==> src/rtl/reg_file_pkg.sv <==
// Shared constants and helpers for the parametrised register file.
package reg_file_pkg;

  localparam int REG_FILE_DATA_W_DEF   = 8;
  localparam int REG_FILE_NUM_REGS_DEF = 4;

  // NUM_REGS need not be a power of two, so the top address codes can be unused.
  function automatic logic addr_in_range(input int unsigned addr, input int unsigned num_regs);
    return addr < num_regs;
  endfunction

endpackage

==> src/rtl/reg_file_rdport.sv <==
// One asynchronous read port: register mux, out-of-range zeroing, busy lookup.
// With REG_FILE_BYPASS_EN defined, a same-cycle write to the addressed register is forwarded.
module reg_file_rdport
  import reg_file_pkg::*;
#(
  parameter int DATA_W   = REG_FILE_DATA_W_DEF,
  parameter int NUM_REGS = REG_FILE_NUM_REGS_DEF,
  parameter int ADDR_W   = $clog2(NUM_REGS)
) (
  input  logic [NUM_REGS-1:0][DATA_W-1:0] regs_i,
  input  logic [NUM_REGS-1:0]             pend_i,
  input  logic [ADDR_W-1:0]               rd_addr_i,
`ifdef REG_FILE_BYPASS_EN
  input  logic                            rst_n_i,
  input  logic                            wr_en_i,
  input  logic [ADDR_W-1:0]               wr_addr_i,
  input  logic [DATA_W-1:0]               wr_data_i,
`endif
  output logic [DATA_W-1:0]               rd_data_o,
  output logic                            busy_o
);

  always_comb begin
    rd_data_o = '0;
    busy_o    = 1'b0;
    if (addr_in_range(32'(rd_addr_i), NUM_REGS)) begin
      for (int i = 0; i < NUM_REGS; i++) begin
        if (rd_addr_i == ADDR_W'(i)) begin
          rd_data_o = regs_i[i];
          busy_o    = pend_i[i];
        end
      end
`ifdef REG_FILE_BYPASS_EN
      // Gated by reset so a held reset always reads as zero.
      if (rst_n_i && wr_en_i && (wr_addr_i == rd_addr_i)) begin
        rd_data_o = wr_data_i;
        busy_o    = 1'b0;
      end
`endif
    end
  end

endmodule

==> src/rtl/reg_file.sv <==
// Register file: NUM_REGS x DATA_W, one write port, two async read ports, pending scoreboard.
// Optional same-cycle write-to-read forwarding via REG_FILE_BYPASS_EN.
module reg_file
  import reg_file_pkg::*;
#(
  parameter  int DATA_W   = REG_FILE_DATA_W_DEF,
  parameter  int NUM_REGS = REG_FILE_NUM_REGS_DEF,
  localparam int ADDR_W   = $clog2(NUM_REGS)
) (
  input  logic              clk,
  input  logic              rst_n,
  input  logic              wr_en,
  input  logic [ADDR_W-1:0] wr_addr,
  input  logic [DATA_W-1:0] wr_data,
  input  logic [ADDR_W-1:0] rd_addr_a,
  output logic [DATA_W-1:0] rd_data_a,
  output logic              busy_a,
  input  logic [ADDR_W-1:0] rd_addr_b,
  output logic [DATA_W-1:0] rd_data_b,
  output logic              busy_b,
  input  logic              pend_set,
  input  logic [ADDR_W-1:0] pend_addr
);

  localparam int NUM_PORTS = 2;

  logic [NUM_REGS-1:0][DATA_W-1:0] regs_q, regs_d;
  logic [NUM_REGS-1:0]             pend_q, pend_d;
  logic                            wr_hit, pend_hit;

  always_comb begin
    regs_d   = regs_q;
    pend_d   = pend_q;
    wr_hit   = wr_en    && addr_in_range(32'(wr_addr), NUM_REGS);
    pend_hit = pend_set && addr_in_range(32'(pend_addr), NUM_REGS);
    for (int i = 0; i < NUM_REGS; i++) begin
      if (wr_hit && (wr_addr == ADDR_W'(i))) begin
        regs_d[i] = wr_data;
        pend_d[i] = 1'b0;
      end
      // A new pend_set outranks the retiring write on the same register.
      if (pend_hit && (pend_addr == ADDR_W'(i))) pend_d[i] = 1'b1;
    end
  end

  always_ff @(posedge clk or negedge rst_n) begin
    if (!rst_n) begin
      regs_q <= '0;
      pend_q <= '0;
    end else begin
      regs_q <= regs_d;
      pend_q <= pend_d;
    end
  end

  logic [NUM_PORTS-1:0][ADDR_W-1:0] rd_addr;
  logic [NUM_PORTS-1:0][DATA_W-1:0] rd_data;
  logic [NUM_PORTS-1:0]             busy;

  assign rd_addr = {rd_addr_b, rd_addr_a};

  for (genvar p = 0; p < NUM_PORTS; p++) begin : g_rdport
    reg_file_rdport #(
      .DATA_W   (DATA_W),
      .NUM_REGS (NUM_REGS),
      .ADDR_W   (ADDR_W)
    ) u_rdport (
      .regs_i    (regs_q),
      .pend_i    (pend_q),
      .rd_addr_i (rd_addr[p]),
`ifdef REG_FILE_BYPASS_EN
      .rst_n_i   (rst_n),
      .wr_en_i   (wr_en),
      .wr_addr_i (wr_addr),
      .wr_data_i (wr_data),
`endif
      .rd_data_o (rd_data[p]),
      .busy_o    (busy[p])
    );
  end

  assign rd_data_a = rd_data[0];
  assign busy_a    = busy[0];
  assign rd_data_b = rd_data[1];
  assign busy_b    = busy[1];

endmodule

==> config.mk <==
export PLATFORM = sky130hd
export DESIGN_NAME = reg_file
export DESIGN_NICKNAME = d
export VERILOG_FILES = /design/src/rtl/reg_file_pkg.sv /design/src/rtl/reg_file_rdport.sv /design/src/rtl/reg_file.sv
export SDC_FILE = /design/constraint.sdc
export NUM_CORES = 1
export LEC_CHECK = 0
export ABC_AREA = 1
export CAP_MARGIN = 20
export CORE_MARGIN = 2
export CORE_UTILIZATION = 46
export CTS_CLUSTER_DIAMETER = 150
export DETAILED_ROUTE_END_ITERATION = 12
export GPL_ROUTABILITY_DRIVEN = 0
export PLACE_DENSITY_LB_ADDON = 0.1
export SLEW_MARGIN = 30
export SYNTH_ARGS = -nofsm -noshare
export SYNTH_HDL_FRONTEND = slang
export SYNTH_SLANG_ARGS = --single-unit
==> constraint.sdc <==
create_clock -name clk -period 0.8 [get_ports clk]
set_input_delay 0.16 -clock clk [delete_from_list [all_inputs] [get_ports clk]]
set_output_delay 0.16 -clock clk [all_outputs]
set_load 0.1 [all_outputs]
==> results.md, run 1 <==
- CTS max path bufs: 2
- Post-synthesis cell area: roughly 1800 um2
- Hold Path Class: primary input to asynchronous set/reset pin
- Net Switching: 2929 uW
- # rows: 23
- Fmax: a little over 700 MHz
- Syn Inst Count: approximately 240
- Via Count: between 2000 and 2500
- Iteration-0 DRC count of the detailed router: between 200 and 300
- CP max-delay cell: dfrtp_1
- Worst skew pair latency: between 0.2 and 0.3 ns
- Largest net degree at the start of global routing: 37
- Worst path max stage delay: ~0.41 ns
- Nets: 329
- Die area: approximately 4500 um2
- Slew Viols, Final: 0
- Maxcap violations: 0
- Area Growth Syn to Fin: 69.25%
- Worst Tran Pin Value: 0.2460 ns
- Clk network pwr share: 0.222
- Final WS setup: -0.5780 ns
- Port bufs: 37
- Total Routed Length: approximately 7 mm
- Pleak: around 0.0015 uW
- Multi-input logic area: 996.0 um2
- Mapped Avg Cell Area: between 7 and 8 um2
- CTS tree: yes
- Dpl hpwl: roughly 3.6 mm
- Max-slew headroom: 0.8360
- Die Wd: roughly 67 um
- Share of layout cells above drive strength 1: 0.2935
- CP cell instances: nand3_1, nand4_1, buf_12
- Status: finished with violations
- Fin cells: 360
- Clk sinks: 36
- Starting density of the core: 0.4709
- Layout Skew: 0 ns
- Placed cell count: 330
- Die height: around 67 um
- Post-synth cell types: 13
- N_diodes: 0
- Via density per instance: approximately 6.2
- Root buffer cell: clkbuf_8
- Vias in the first global route: between 1500 and 2000
- WHS: 0.2428 ns
- RSZ-0062 raised after global routing: yes
- Core area: between 3000 and 4000 um2
- Overall routing resource usage: 0.2941
- Worst setup EP type: primary output
- Worst endpoint required time: 0.64 ns
- Pwr dens: about 2300 nW/um2
- Final Hold Vio Count: 0
- GRT overflow: 0
- Top Ports: 38
- Fill cells: 252
- Seq/Total Area, Yosys: 0.4888
- Global-route wire length before repair: 9.770 mm
- CTS clock-pin slew for the worst setup and hold paths: roughly 0.08 ns
- Yosys top cell area share: 0.4888
- H-tree levels: 2
- Critical Path AT: roughly 1.2 ns
- Register area: 900.9 um2
- CTS buffer count: 5
- Final ANT Viol Nets: 0
- Syn_nets: 255
- Final Setup Violations: 18
- Failing checks: negative setup slack
- Wirelength per Cell: 19.09 um
- Power Internal: between 4000 and 5000 uW
- Min cycle time layout: about 1.4 ns
- Comb pwr share: 0.443
- Worst Setup Start Kind: flop
- Synthesized flop and latch total: 36
- Switch share: 0.4083
- Yosys warns: 0
- Number of iterations in the first detailed-routing pass: 7
- Final Cycle Share: 1.723
- CP Class: flop to primary output
- Worst vdd ir: roughly 1.4 mV
- Leading area contributor after synthesis: dfrtp_1
- Critical Path Fanout Max: 3
- Sequential share of power: 0.335
- DRC viols: 0
- Ranking of synthesized cells by area: dfrtp_1 (49%), nand3_1 (16%), nand2_1 (12%)
- Initial antenna violation count: 0
## power by group through the flow
stage,logic [uW],clock network [uW],registers (uW)
finish,3180,1590,2400
CTS,3010,1610,2360
global placement,2810,0,2390
global route,3320,1670,2420
floorplan,1780,0,2310
detailed placement,2850,0,2390
## layout by cell type, fill, tap and decap left out, drive strengths merged
| cell type | n |
|---|---|
| clkbuf | 6 |
| inv | 10 |
| nand3b | 5 |
| o21ai | 32 |
| clkdlybuf4s15 | 4 |
| bufinv | 1 |
| nor2 | 5 |
| bufbuf | 2 |
| clkdlybuf4s50 | 12 |
| nand3 | 59 |
| nand2 | 59 |
| dfrtp | 36 |
| nand4 | 18 |
| clkinv | 5 |
| buf | 56 |
## flip-flops by register name, indices dropped and copies added, names as in the netlist
register / cells
pend_q: 4
regs_q: 32
## worst max-delay path, delay by kind of cell (launching register included)
kind / cells / cell delay, ns
and+or+nand+nor: 2 / 0.29
DFF: 1 / 0.41
buffers and inverters: 1 / 0.21
## through the flow
| stage | util | TNS [ns] | setup WS, ns | total power, uW | area [um2] |
|---|---|---|---|---|---|
| floorplan | - | -12.84 | -0.7144 | 4093 | 1928 |
| global placement | 0.6752 | -31.70 | -0.8125 | 5202 | 2643 |
| detailed placement | 0.6752 | -32.53 | -0.8264 | 5241 | 2643 |
| CTS | 0.7650 | -9.398 | -0.5477 | 6982 | 2994 |
| global route | 0.7970 | -10.23 | -0.6236 | 7406 | 3119 |
| finish | 0.7970 | -9.643 | -0.5780 | 7173 | 3119 |
## area by class of cell
type	count	area share
clock buffer	6	0.02327
clock inverter	2	0.01123
inverter	14	0.02808
multi-input combinational	178	0.3193
sequential	36	0.2888
tap	50	0.02006
timing repair buffer	74	0.3093
## final timing paths
kind	start	end	slack, ns	cells past startpoint
worst min-delay path	rst_n	regs_q[28]$_DFFE_PN0P_	0.24	2
worst min register to register	pend_q[3]$_DFFE_PN0P_	pend_q[3]$_DFFE_PN0P_	0.53	2
min in group clk	wr_addr[1]	regs_q[19]$_DFFE_PN0P_	0.33	3
worst max-delay path	regs_q[10]$_DFFE_PN0P_	rd_data_a[2]	-0.58	3
worst max register to register	regs_q[2]$_DFFE_PN0P_	regs_q[2]$_DFFE_PN0P_	0.02	3
max in group asynchronous	rst_n	regs_q[0]$_DFFE_PN0P_	0.36	2
## cells by family (layout without fill, tap and decap cells)
logic type,after synthesis,after routing,synth area share
compound gates,32,32,0.08690
buf+inv,26,96,0.06177
flops,36,36,0.4888
simple gates,141,146,0.3625
## Yosys cell counts
cell	instances
nand2_1	59
nand3_1	59
dfrtp_1	36
o21ai_0	32
nand4_1	18
inv_1	10
buf_2	7
clkbuf_1	4
clkinv_1	4
nand3b_2	2
nor2_2	2
buf_6	1
nor2_1	1
## per-layer routing
metal,GRT usage,wire [um]
met1,0.3968,2632
met2,0.4592,3324
met3,0.05500,664
met4,0.1352,250
met5,0,0
## repair_timing
item                                    CTS  global route
gates resized for setup                  37            27
setup buffers                             6             7
endpoints found under the setup margin   54            43
hold buffers                              0             0
cloned                                    7             2
pin swaps                                44            37
No activity file was read; power rests on OpenSTA's default activity.
==> inputs of run 2 (changes only) <==
--- a/config.mk
+++ b/config.mk
@@ -5,13 +5,13 @@
 export SDC_FILE = /design/constraint.sdc
 export NUM_CORES = 1
 export LEC_CHECK = 0
-export ABC_AREA = 1
 export CAP_MARGIN = 20
 export CORE_MARGIN = 2
-export CORE_UTILIZATION = 46
+export CORE_UTILIZATION = 45
 export CTS_CLUSTER_DIAMETER = 150
 export DETAILED_ROUTE_END_ITERATION = 12
 export GPL_ROUTABILITY_DRIVEN = 0
+export MAX_ROUTING_LAYER = met4
 export PLACE_DENSITY_LB_ADDON = 0.1
 export SLEW_MARGIN = 30
 export SYNTH_ARGS = -nofsm -noshare
==> results.md, run 2 <==
- Overall routing resource usage: 0.2480
- Fmax: between 600 and 700 MHz
- Via Count: between 1000 and 1500
- Final Core Density: 0.7717
- Starting density of the core: 0.4776
- Worst endpoint required time: around 0.64 ns
- Root buffer cell: clkbuf_8
- Via density per instance: roughly 5.8
- Vias in the first global route: ~1400
- DRC viols: 0
- Failing checks: negative setup slack
- CTS tree: yes
- Multi-input logic area: around 940 um2
- Share of layout cells above drive strength 1: 0.6524
- Top-count cell post-synth: dfrtp_1
- Layout Skew: 0 ns
- Area Growth Syn to Fin: 61.58%
- Flip-flop count of the largest register after layout: 32
- Worst Setup Start Kind: flop
- Syn Inst Count: 102
- Die height: between 60 and 70 um
- Critical Path Fanout Max: 3
- Top cells by instance count after synthesis: dfrtp_1 (36), mux2_2 (32), mux4_2 (18)
- Final Hold Vio Count: 0
- Max-slew headroom: 0.8341
- Top Ports: 38
- CP cell instances: mux4_2, buf_12
- Power Total: between 8000 and 9000 uW
- Placed instance area: ~2600 um2
- CTS clock-pin slew for the worst setup and hold paths: about 0.080 ns
- Worst vdd ir: between 1.5 and 2 mV
- Largest register by flop count: regs_q
- Final Setup Violations: 29
- GRT overflow: 0
- WP buf/inv: 1
- Hold Path Class: primary input to flop
- CTS max path bufs: 2
- N_diodes: 0
- Syn_nets: ~120
- Nets: about 180
- Die area: between 4000 and 5000 um2
- Wirelength per Cell: around 22 um
- Dpl hpwl: about 2.8 mm
- Post-synth cell types: 13
- Final ANT Viol Nets: 0
- Register area: between 900 and 1000 um2
- Initial antenna violation count: 0
- CP Class: flop to primary output
- Worst setup EP type: primary output
- # rows: 22
- Synthesized flop and latch total: 36
- Clk sinks: 36
- Crit path max-delay family: multiplexers
- Top Registers: regs_q (32), pend_q (4)
- Final Cycle Share: 1.995
- Slew Viols, Final: 0
- Seq/Total Area, Yosys: 0.5038
- Worst Tran Pin Value: ~0.25 ns
- Pleak: approximately 0.0013 uW
- Iteration-0 DRC count of the detailed router: roughly 80
- Post-synth EDFFs: 0
- Final WS setup: -0.7961 ns
- Die Wd: around 67 um
- Worst skew pair latency: between 0.2 and 0.3 ns
- Maxcap violations: 0
- Ys flop type: dfrtp_1
- H-tree levels: 2
- Status: finished with violations
- Leading area contributor after synthesis: dfrtp_1
- Min cycle time layout: about 1.6 ns
- Yosys top cell area share: 0.5038
- Worst path max stage delay: ~0.53 ns
- Largest net degree at the start of global routing: 37
- Async set or reset register ratio after synthesis: 1.000
- Commonest cells after routing, fill and taps aside: dfrtp_1 (36), buf_12 (24), mux4_2 (18), mux2_2 (18), mux2_4 (14)
- CTS Hold Buffers Added: 0
- Fin area: roughly 2900 um2
- Yosys warns: 0
- CP max-delay cell: mux4_2
- Port bufs: 37
- Setup TNS: -14.44 ns
- WHS: about 0.23 ns
- Total Routed Length: 4.599 mm
- Post-synthesis cell area: 1788 um2
- Core area: 3744 um2
- Pwr dens: between 2000 and 3000 nW/um2
- CTS buffer count: 5
- Commonest non-fill, non-tap cell in the layout: dfrtp_1
- Mapped Avg Cell Area: around 18 um2
- Ranking of synthesized cells by area: dfrtp_1 (50%), mux4_2 (23%), mux2_2 (20%)
- Critical Path AT: 1.44 ns
- Fill cells: 220
- Number of iterations in the first detailed-routing pass: 4
- Global-route wire length before repair: between 7 and 8 mm
- RSZ-0062 raised after global routing: yes
run 2: cell count changes after synthesis, moves of 4 or more:
cell	before	now
nand3_1	59	0
clkbuf_1	4	0
clkinv_1	4	0
nand2_1	59	1
nand4_1	18	0
o21ai_0	32	0
buf_2	7	2
mux4_2	0	18
mux2_2	0	32
inv_1	10	3
run 2: area by class of cell:
cell class	instances	area share
multi-input combinational	59	0.3239
sequential	36	0.3118
clock buffer	5	0.02382
inverter	3	0.003898
tap	48	0.02079
timing repair buffer	58	0.2997
clock inverter	3	0.01602
run 2: cell families after synthesis:
kind of cell    Yosys count  synth area share
compound gates            4           0.02100
buf+inv                   7           0.01610
flops                    36            0.5038
mux                      50            0.4283
simple gates              5           0.03079
run 2: stage by stage:
stage | worst slack [ns] | instances
after detailed placement | -0.9357 | 195
final | -0.7961 | 212
after CTS | -0.7888 | 211
after floorplan | -0.4635 | 102
after global routing | -0.8223 | 212
after global placement | -0.9271 | 195
run 2: path summary, 6_finish.rpt:
path / from / end / cells past startpoint / slack, ns
worst min register to register: regs_q[29]$_DFFE_PN0P_ / regs_q[29]$_DFFE_PN0P_ / 1 / 0.54
worst max-delay path: pend_q[3]$_DFFE_PN0P_ / busy_a / 2 / -0.80
worst max register to register: regs_q[6]$_DFFE_PN0P_ / regs_q[6]$_DFFE_PN0P_ / 2 / -0.12
max in group asynchronous: rst_n / regs_q[12]$_DFFE_PN0P_ / 2 / 0.38
min in group asynchronous: rst_n / regs_q[0]$_DFFE_PN0P_ / 2 / 0.24
worst min-delay path: pend_addr[0] / pend_q[2]$_DFFE_PN0P_ / 2 / 0.23
run 2: repair_timing:
item	in CTS	in global routing
gates cloned	3	0
pin swaps	1	1
buffers inserted	5	5
setup endpoints to repair	54	36
gates resized for setup	30	11
run 2: report_power, final:
group | switching [uW] | internal (uW) | total, uW
registers | 285 | 2160 | 2440
clock network | 727 | 939 | 1670
logic | 2230 | 1780 | 4010
total | 3250 | 4880 | 8120
run 2: layer usage:
layer  track usage  wire length (um)
met1        0.3181              1815
met4        0.1148                86
met2        0.3837              2387
met3       0.04730               310
met5             -                 0
==> inputs of run 3 (changes only) <==
--- a/config.mk
+++ b/config.mk
@@ -13,6 +13,7 @@
 export GPL_ROUTABILITY_DRIVEN = 0
 export MAX_ROUTING_LAYER = met4
 export PLACE_DENSITY_LB_ADDON = 0.1
+export SKIP_CTS_REPAIR_TIMING = 1
 export SLEW_MARGIN = 30
 export SYNTH_ARGS = -nofsm -noshare
 export SYNTH_HDL_FRONTEND = slang
==> results.md, run 3 (synthesis results as in run 2) <==
- Min cycle time layout: ~1.6 ns
- Worst vdd ir: approximately 2.1 mV
- H-tree levels: 2
- Largest register by flop count: regs_q
- CTS clock-pin slew for the worst setup and hold paths: around 0.080 ns
- DRC viols: 0
- Number of iterations in the first detailed-routing pass: 4
- Worst r2r dst: regs_q[6]$_DFFE_PN0P_
- Die Wd: around 67 um
- Commonest cells after routing, fill and taps aside: dfrtp_1 (36), buf_12 (25), mux4_2 (18)
- GRT overflow: 0
- Global-route wire length before repair: 6.720 mm
- CP Class: flop to primary output
- Reg2Reg Depth: 2
- Initial antenna violation count: 0
- RSZ-0062 raised after global routing: yes
- Starting density of the core: 0.4776
- Wirelength per Cell: roughly 22 um
- Total Routed Length: between 4 and 5 mm
- Via density per instance: between 5 and 6
- Pleak: ~0.0013 uW
- CTS tree: yes
- Dpl hpwl: 2.822 mm
- Worst skew pair latency: between 0.2 and 0.3 ns
- Final WS setup: -0.7880 ns
- Pwr dens: 2774 nW/um2
- Share of layout cells above drive strength 1: 0.6402
- CP cell instances: mux4_2, buf_12
- CTS buffer count: 5
- Worst Tran Pin Value: between 0.2 and 0.3 ns
- Final Core Density: 0.7831
- Fmax: ~630 MHz
- WP buf/inv: 1
- Die height: ~67 um
- Final Hold Vio Count: 0
- Commonest non-fill, non-tap cell in the layout: dfrtp_1
- Worst Setup Start Kind: flop
- Met1 Use GR: 0.2726
- Worst endpoint required time: between 0.6 and 0.7 ns
- Vias in the first global route: 1336
- Final Setup Violations: 29
- Root buffer cell: clkbuf_8
- Worst R2R Setup Slack: -0.12 ns
- Flip-flop count of the largest register after layout: 32
- CP max-delay cell: mux4_2
- Max-slew headroom: 0.8003
- Pre-CTS WS: -0.9357 ns
- Largest net degree at the start of global routing: 37
- Slew Viols, Final: 0
- Placed instance area: between 2000 and 3000 um2
- Top Ports: 38
- Worst path max stage delay: between 0.5 and 0.6 ns
- Fin cells: 212
- Hold Path Class: primary input to asynchronous set/reset pin
- Iteration-0 DRC count of the detailed router: 58
- Grt peak-use layer: met2
- Reg-to-reg critical path startpoint: regs_q[6]$_DFFE_PN0P_
- Port bufs: 37
- Worst setup EP type: primary output
- Via Count: ~1300
- Crit. Startpoint: regs_q[22]$_DFFE_PN0P_
- N_diodes: 0
- Clk sinks: 36
- Layout Skew: 0 ns
- Final Cycle Share: 1.985
- Nets: ~180
- Failing checks: negative setup slack
- Overall routing resource usage: 0.2161
- Final ANT Viol Nets: 0
- Fin area: 2932 um2
- Maxcap violations: 0
- GR Util met3: 0.04392
- Met2 Track Usage GR: 0.3391
- Critical Path Fanout Max: 3
- CTS max path bufs: 2
- Placed cell count: 195
- Die area: approximately 4500 um2
- Crit path max-delay family: multiplexers
- Area Growth Syn to Fin: 63.96%
- # rows: 22
- Status: finished with violations
- Top Registers: regs_q (32), pend_q (4)
- Core area: 3744 um2
- Critical Path AT: ~1.4 ns
run 3: worst reg2reg max path: cells and delay by family, from the launching register on:
kind,cells,cell delay [ns]
flops,1,0.41
mux,1,0.26
buf+inv,1,0.14
run 3: per-layer routing:
metal,up-vias,part of all wire
met2,54,0.51
met4,0,0.020
met1,663,0.41
li1,533,-
met3,10,0.061
met5,-,0
run 3: final cells by class:
class,count,area (um2)
Multi-Input combinational cell,61,974.7
Sequential cell,36,900.9
Timing Repair Buffer,56,869.6
Fill cell,221,812.0
Clock buffer,5,68.82
Tap cell,48,60.06
Clock inverter,3,46.29
Inverter,3,11.26
run 3: worst max-delay path by stage:
| stage | endpoint | slack [ns] | cells past startpoint |
|---|---|---|---|
| floorplan | busy_a | -0.46 | 1 |
| global placement | rd_data_b[2] | -0.93 | 4 |
| detailed placement | rd_data_a[2] | -0.94 | 4 |
| CTS | rd_data_a[2] | -0.94 | 4 |
| global route | rd_data_a[4] | -0.81 | 2 |
| finish | rd_data_a[6] | -0.79 | 2 |
run 3: power by group:
| part | total (uW) | internal (uW) | switching, uW |
|---|---|---|---|
| sequential | 2430 | 2160 | 274 |
| clock | 1670 | 939 | 727 |
| combinational | 4030 | 1780 | 2250 |
run 3: through the flow:
step           total power [uW]  setup TNS, ns  hold slack (ns)
2_1_floorplan              4816         -10.60          -0.1356
4_1_cts                    7944         -30.72           0.2516
5_1_grt                    8393         -15.28           0.2338
6_report                   8132         -14.60           0.2323
3_5_place_dp               6284         -41.94           0.5057
3_3_place_gp               6188         -40.58           0.4846
